### config.mk
export PLATFORM = sky130hd
export DESIGN_NAME = rx_test_source
export DESIGN_NICKNAME = d
export VERILOG_FILES = /design/src/rtl/rx_test_source_pkg.sv /design/src/rtl/rx_lfsr32.sv /design/src/rtl/setting_reg.sv /design/src/rtl/rx_test_source.sv
export SDC_FILE = /design/constraint.sdc
export NUM_CORES = 1
export LEC_CHECK = 0
export ABC_AREA = 1
export CAP_MARGIN = 10
export CORE_UTILIZATION = 30
export CTS_BUF_LIST = sky130_fd_sc_hd__clkbuf_8
export DETAILED_ROUTE_END_ITERATION = 16
export SYNTH_ARGS = -nofsm -noshare
export SYNTH_HDL_FRONTEND = slang
export SYNTH_SLANG_ARGS = --single-unit
### constraint.sdc
create_clock -name clock -period 4.5 [get_ports clock]
set_clock_uncertainty 0.1 [all_clocks]
set_input_delay 0.45 -clock clock [delete_from_list [all_inputs] [get_ports clock]]
set_output_delay 0.45 -clock clock [all_outputs]
set_load 0.005 [all_outputs]
### src/rtl/rx_test_source_pkg.sv
// rx_test_source shared definitions
// mode codes, register offsets, lfsr helpers
package rx_test_source_defs;

  typedef enum logic [2:0] {
    MODE_PASS  = 3'd0,
    MODE_COUNT = 3'd1,
    MODE_LFSR  = 3'd2,
    MODE_CONST = 3'd3,
    MODE_WALK  = 3'd4
  } mode_e;

  localparam logic [6:0] OFS_MODE  = 7'd0;
  localparam logic [6:0] OFS_SEED  = 7'd1;
  localparam logic [6:0] OFS_CONST = 7'd2;

  localparam logic [31:0] LFSR_MASK = 32'h8020_0003;
  localparam logic [31:0] SEED_RST  = 32'h1;

  // An all-zero state would lock the lfsr up.
  function automatic logic [31:0] lfsr_fix(
    input logic [31:0] s
  );
    return (s == 32'h0) ? 32'h1 : s;
  endfunction

  function automatic logic [31:0] lfsr_next(
    input logic [31:0] s
  );
    return lfsr_fix((s >> 1) ^ (s[0] ? LFSR_MASK : 32'h0));
  endfunction

endpackage

### src/rtl/rx_lfsr32.sv
// rx_lfsr32: 32-bit galois lfsr with load
// load+step loads the seed and steps from it
module rx_lfsr32
  import rx_test_source_defs::*;
#(
  parameter logic [31:0] RST_VAL = SEED_RST
) (
  input  logic        clock,
  input  logic        reset_n,
  input  logic        load,
  input  logic        step,
  input  logic [31:0] seed,
  output logic [31:0] state
);

  logic [31:0] state_q, state_d;
  logic [31:0] base;

  // next state from either the seed or the held state
  always_comb begin
    base    = load ? lfsr_fix(seed) : state_q;
    state_d = state_q;
    if (step)      state_d = lfsr_next(base);
    else if (load) state_d = base;
  end

  // state register
  always_ff @(posedge clock or negedge reset_n) begin
    if (!reset_n) state_q <= lfsr_fix(RST_VAL);
    else          state_q <= state_d;
  end

  assign state = state_q;

endmodule

### src/rtl/setting_reg.sv
// setting_reg: one serial setting-bus register
// captures data when strobed at its address
module setting_reg #(
  parameter logic [6:0] ADDR = 7'd0,
  parameter int WIDTH = 32,
  parameter logic [WIDTH-1:0] RST_VAL = '0
) (
  input  logic             clock,
  input  logic             reset_n,
  input  logic             strobe,
  input  logic [6:0]       addr,
  input  logic [WIDTH-1:0] data,
  output logic [WIDTH-1:0] out
);

  logic [WIDTH-1:0] val_q, val_d;

  // load on an addressed write
  always_comb begin
    val_d = val_q;
    if (strobe && addr == ADDR)
      val_d = data;
  end

  // register storage
  always_ff @(posedge clock or negedge reset_n) begin
    if (!reset_n) val_q <= RST_VAL;
    else          val_q <= val_d;
  end

  assign out = val_q;

endmodule

### src/rtl/rx_test_source.sv
// rx_test_source: rx-path test pattern mux
// pass, count, lfsr, const and walk patterns
module rx_test_source
  import rx_test_source_defs::*;
#(
  parameter int NCHAN = 2,
  parameter int WIDTH = 16,
  parameter logic [6:0] BASE_ADDR = 7'd80
) (
  input  logic                   clock,
  input  logic                   reset_n,
  input  logic                   enable,
  input  logic                   strobe,
  input  logic                   serial_strobe,
  input  logic [6:0]             serial_addr,
  input  logic [31:0]            serial_data,
  input  logic [NCHAN*WIDTH-1:0] ch_in,
  output logic [NCHAN*WIDTH-1:0] ch_out,
  output logic                   out_strobe
);

  logic [2:0]  mode;
  logic [31:0] seed;
  logic [31:0] cval;
  logic        mode_wr;
  logic        adv;

  setting_reg #(
    .ADDR(BASE_ADDR + OFS_MODE), .WIDTH(3), .RST_VAL(3'd0)
  ) u_mode (
    .clock(clock), .reset_n(reset_n),
    .strobe(serial_strobe), .addr(serial_addr),
    .data(serial_data[2:0]), .out(mode)
  );

  setting_reg #(
    .ADDR(BASE_ADDR + OFS_SEED), .WIDTH(32), .RST_VAL(SEED_RST)
  ) u_seed (
    .clock(clock), .reset_n(reset_n),
    .strobe(serial_strobe), .addr(serial_addr),
    .data(serial_data), .out(seed)
  );

  setting_reg #(
    .ADDR(BASE_ADDR + OFS_CONST), .WIDTH(32), .RST_VAL(32'h0)
  ) u_const (
    .clock(clock), .reset_n(reset_n),
    .strobe(serial_strobe), .addr(serial_addr),
    .data(serial_data), .out(cval)
  );

  assign mode_wr = serial_strobe &&
                   (serial_addr == BASE_ADDR + OFS_MODE);
  assign adv = strobe & enable;

  function automatic logic [WIDTH-1:0] rotl(
    input logic [WIDTH-1:0] x,
    input int n
  );
    int s;
    s = n % WIDTH;
    return (x << s) | (x >> (WIDTH - s));
  endfunction

  logic             pend_q, pend_d;
  logic [WIDTH-1:0] cnt_q, cnt_d;
  logic [WIDTH-1:0] walk_q, walk_d;
  logic [WIDTH-1:0] cnt_cur, walk_cur;
  logic [31:0]      lf_state [NCHAN];
  logic [31:0]      lf_cur [NCHAN];
  logic             lf_load;

  // a pending reload makes this strobe start from initial state
  assign cnt_cur  = pend_q ? '0 : cnt_q;
  assign walk_cur = pend_q ? WIDTH'(1) : walk_q;
  assign lf_load  = !enable || (adv && pend_q);

  for (genvar k = 0; k < NCHAN; k++) begin : g_lfsr
    rx_lfsr32 #(
      .RST_VAL(SEED_RST + 32'(k))
    ) u_lfsr (
      .clock(clock), .reset_n(reset_n),
      .load(lf_load), .step(adv),
      .seed(seed + 32'(k)), .state(lf_state[k])
    );
    assign lf_cur[k] = pend_q ? lfsr_fix(seed + 32'(k))
                              : lf_state[k];
  end

  // counter, walker and reload-pending bookkeeping
  always_comb begin
    cnt_d  = cnt_q;
    walk_d = walk_q;
    pend_d = pend_q;
    if (!enable) begin
      cnt_d  = '0;
      walk_d = WIDTH'(1);
    end else if (strobe) begin
      cnt_d  = cnt_cur + WIDTH'(NCHAN);
      walk_d = rotl(walk_cur, 1);
      pend_d = 1'b0;
    end
    if (mode_wr)
      pend_d = 1'b1;
  end

  // generator state registers
  always_ff @(posedge clock or negedge reset_n) begin
    if (!reset_n) begin
      pend_q <= 1'b0;
      cnt_q  <= '0;
      walk_q <= WIDTH'(1);
    end else begin
      pend_q <= pend_d;
      cnt_q  <= cnt_d;
      walk_q <= walk_d;
    end
  end

  logic [NCHAN*WIDTH-1:0] ch_q, ch_d;
  logic                   os_q, os_d;

  // per-channel output select, updated only on enabled strobes
  always_comb begin
    ch_d = ch_q;
    os_d = adv;
    if (adv) begin
      for (int k = 0; k < NCHAN; k++) begin
        case (mode)
          MODE_COUNT:
            ch_d[k*WIDTH +: WIDTH] = cnt_cur + WIDTH'(k);
          MODE_LFSR:
            ch_d[k*WIDTH +: WIDTH] = lf_cur[k][WIDTH-1:0];
          MODE_CONST:
            ch_d[k*WIDTH +: WIDTH] = (k % 2 == 1)
              ? cval[16 +: WIDTH] : cval[WIDTH-1:0];
          MODE_WALK:
            ch_d[k*WIDTH +: WIDTH] = rotl(walk_cur, k);
          default:
            ch_d[k*WIDTH +: WIDTH] = ch_in[k*WIDTH +: WIDTH];
        endcase
      end
    end
  end

  // output registers
  always_ff @(posedge clock or negedge reset_n) begin
    if (!reset_n) begin
      ch_q <= '0;
      os_q <= 1'b0;
    end else begin
      ch_q <= ch_d;
      os_q <= os_d;
    end
  end

  assign ch_out     = ch_q;
  assign out_strobe = os_q;

endmodule
==> flow_summary.yaml <==
worst_setup_path:
  r2r-start: "u_mode.out[0]$_DFFE_PN0P_"
  endpoint: "ch_out[2]$_DFFE_PN0P_"
  reg2reg_to: "ch_out[2]$_DFFE_PN0P_"
  worst_setup_path_end_kind: "flop"
  path_cells: "nor3_1 > inv_1 > nand2_1 > o21ai_0 > a2111oi_0 > o21ai_0"
  critPathSlowestCell: "a2111oi_0"
  max_stage_delay_ns: 1.20
  setup.worst_path.start: "u_mode.out[0]$_DFFE_PN0P_"
  cp_max_fo: 16
  start_kind: "flop"
  cp_common_cell: "o21ai_0"
  cp.arrival_ns: 3.64
  r2r_setup_slack_ns: 1.10
  worstSetupPathType: "reg -> reg"
  required_ns: 4.74
  reg2regPathDepth: 6
pwr:
  peakVddDrop_uv: 196
  p_leak_nw: 5.61
  powerDensity_nw_per_um2: 308
  total_power_mw: 4.05
layout:
  antenna_cells: 0
  area_growth_pct: 16.8
  fill_cells: 3933
  nets: 1708
  seq_area_um2: 4940
  drive_gt1_frac: 0.0561
  multi_input_area_um2: 5310
clock_tree:
  insertion_delay_ns: 0.52
  clockRootBuffer: "clkbuf_8"
  path_clk_slew_ns: 0.11
  numCtsBuffers: 17
  cts_tree: "built"
  cts_resized: 0
  htree_levels: 4
  clock-sinks: 197
  cts_max_path_buffers: 2
sta:
  rsz0062_at_grt: "no"
  setup_viol: 0
  finalMaxSlewViolations: 0
  period_minus_slack_ns: 3.40
  setup-tns-final_ns: 0
  layout_setup_ws_ns: 1.10
  timing.final.crit_share: 0.755
  finalHoldViolations: 0
  max-slew-margin-rel: 0.0467
  fmax_mhz: 294
  tightest_slew_ns: 1.39
synth:
  ys_seq_area_frac: 0.439
  netlist_area_um2: 11300
  yosys_warnings: 0
  synth_cell_types: 46
  synth_fp_nets: 1645
  syn_avg_cell_area_um2: 7.19
  synth_cells: 1565
  synth-edff-count: 0
  synth_ff_type: "dfrtp_1"
  async_reset_ff_frac: 1.00
  synth_seq_cells: 197
min_path:
  min_path_type: "reg -> reg"
place:
  preCtsSetupSlack_ns: 1.17
  hpwl_mm: 30.0
  port_buffers: 108
  routabilityCongestion: 0.960
floorplanning:
  die_y_um: 196
  core-area_um2: 36800
  die_area_um2: 38300
  fp.dieW_um: 196
  start_util: 0.306
  rows: 70
  pin_count: 109
grt:
  first_global_vias: 10300
  grt_overflow_total: 0
  grt_usage: 0.217
  grt_first_pass_wirelength_mm: 62.8
  antenna_found_initial: 0
  grt_max_degree: 102
routing:
  dr.pass1.iters: 8
  vias_per_cell: 5.26
  drt_iter0_drc: 1188
  detail-route-antenna-nets: 0
  vias: 11100
  routed_wl_mm: 40.6
  drc_errors: 0
  wl_per_cell_um: 19.3
flow_run:
  maxCapViolCount: 0
outcome:
  outcome: "finished, final reports clean"
## timing repair
item | in CTS | in global routing
endpoints found under the hold margin | 93 | 0
hold buffers | 1 | 0
buffers inserted | 0 | 0
## through the flow
step	area (um^2)	utilization	hold WS, ns	cells
floorplan	11300	-	0.0544	1565
global placement	12700	0.346	0.365	2076
detailed placement	12700	0.346	0.367	2076
CTS	13100	0.357	0.395	2109
global route	13100	0.357	0.411	2109
finish	13100	0.357	0.389	2109
## placed cells by master, fill, tap and decap left out, types with 5 or more instances in the layout
cell,count
nor2_2,8
a21oi_1,86
o32ai_1,13
inv_6,5
buf_4,8
o221ai_1,12
o21ai_0,250
nor2_1,128
o211ai_1,13
nor2_4,10
xor2_1,10
nand2_1,421
clkdlybuf4s50_1,107
nor4_1,8
o22ai_1,13
inv_1,179
nand2_2,10
clkbuf_8,18
nand3b_1,7
nor3_1,25
nand4_1,18
inv_2,6
dfrtp_1,192
nand3_1,38
## layout make-up
cell class / instances / share of cell area
sequential: 197 / 0.375
clock inverter: 15 / 0.0125
timing repair buffer: 120 / 0.0924
clock buffer: 17 / 0.0178
tap: 468 / 0.0445
inverter: 186 / 0.0531
multi-input combinational: 1106 / 0.404
## metal layers
layer | up-vias | share of wire | track usage
li1 | 5258 | - | -
met1 | 5285 | 0.49 | 0.333
met2 | 511 | 0.40 | 0.306
met3 | 34 | 0.088 | 0.0421
met4 | 0 | 0.020 | 0.0561
met5 | - | 0 | 0
## synth_stat cells (12+ instances only)
| master | n | share of area |
|---|---|---|
| o221ai_1 | 12 | 0.0093 |
| o32ai_1 | 13 | 0.010 |
| nor3_1 | 26 | 0.012 |
| o211ai_1 | 13 | 0.0087 |
| nand3_1 | 39 | 0.017 |
| inv_1 | 180 | 0.060 |
| o21ai_0 | 250 | 0.11 |
| o22ai_1 | 13 | 0.0072 |
| dfrtp_1 | 193 | 0.43 |
| nor2_1 | 129 | 0.043 |
| a21oi_1 | 86 | 0.038 |
| nand2_1 | 424 | 0.14 |
| clkbuf_1 | 60 | 0.020 |
| nand4_1 | 18 | 0.010 |
## worst max-delay path: cells and delay by family, from the launching register on
kind | cells | cell delay [ns]
compound gates | 3 | 1.63
flops | 1 | 0.48
simple gates | 2 | 0.75
buf+inv | 1 | 0.28
## registers in the layout, indices dropped and copies added, names as in the netlist
name,count
g_lfsr.u_lfsr.state,64
ch_out,32
u_const.out,32
u_seed.out,32
cnt_q,16
walk_q,16
u_mode.out,3
out_strobe,1
pend_q,1
## cells by family (layout without fill, tap and decap cells)
group / count (synthesis) / after routing / share of synthesized area
xor+xnor: 11 / 11 / 0.00856
mux: 4 / 4 / 0.00356
simple gates: 685 / 685 / 0.258
fa+ha+maj: 4 / 4 / 0.00445
compound gates: 402 / 402 / 0.195
flops: 197 / 197 / 0.439
buf+inv: 262 / 338 / 0.0914
## how the worst min path moves through the flow
stage	start	endpoint	cells past startpoint	slack (ns)
4_1_cts	ch_out[3]$_DFFE_PN0P_	ch_out[3]$_DFFE_PN0P_	2	0.40
2_1_floorplan	reset_n	ch_out[0]$_DFFE_PN0P_	0	0.05
6_report	ch_out[3]$_DFFE_PN0P_	ch_out[3]$_DFFE_PN0P_	2	0.39
3_5_place_dp	ch_out[3]$_DFFE_PN0P_	ch_out[3]$_DFFE_PN0P_	2	0.37
5_1_grt	ch_out[14]$_DFFE_PN0P_	ch_out[14]$_DFFE_PN0P_	2	0.41
3_3_place_gp	ch_out[11]$_DFFE_PN0P_	ch_out[11]$_DFFE_PN0P_	2	0.36
## power breakdown
group          leakage, nW  total [mW]  internal, mW  switching, mW
combinational         2.82       0.793         0.311          0.483
clock                0.193        1.19         0.418          0.776
sequential            2.60        2.06          1.93          0.135
No activity file was read; power rests on OpenSTA's default activity.
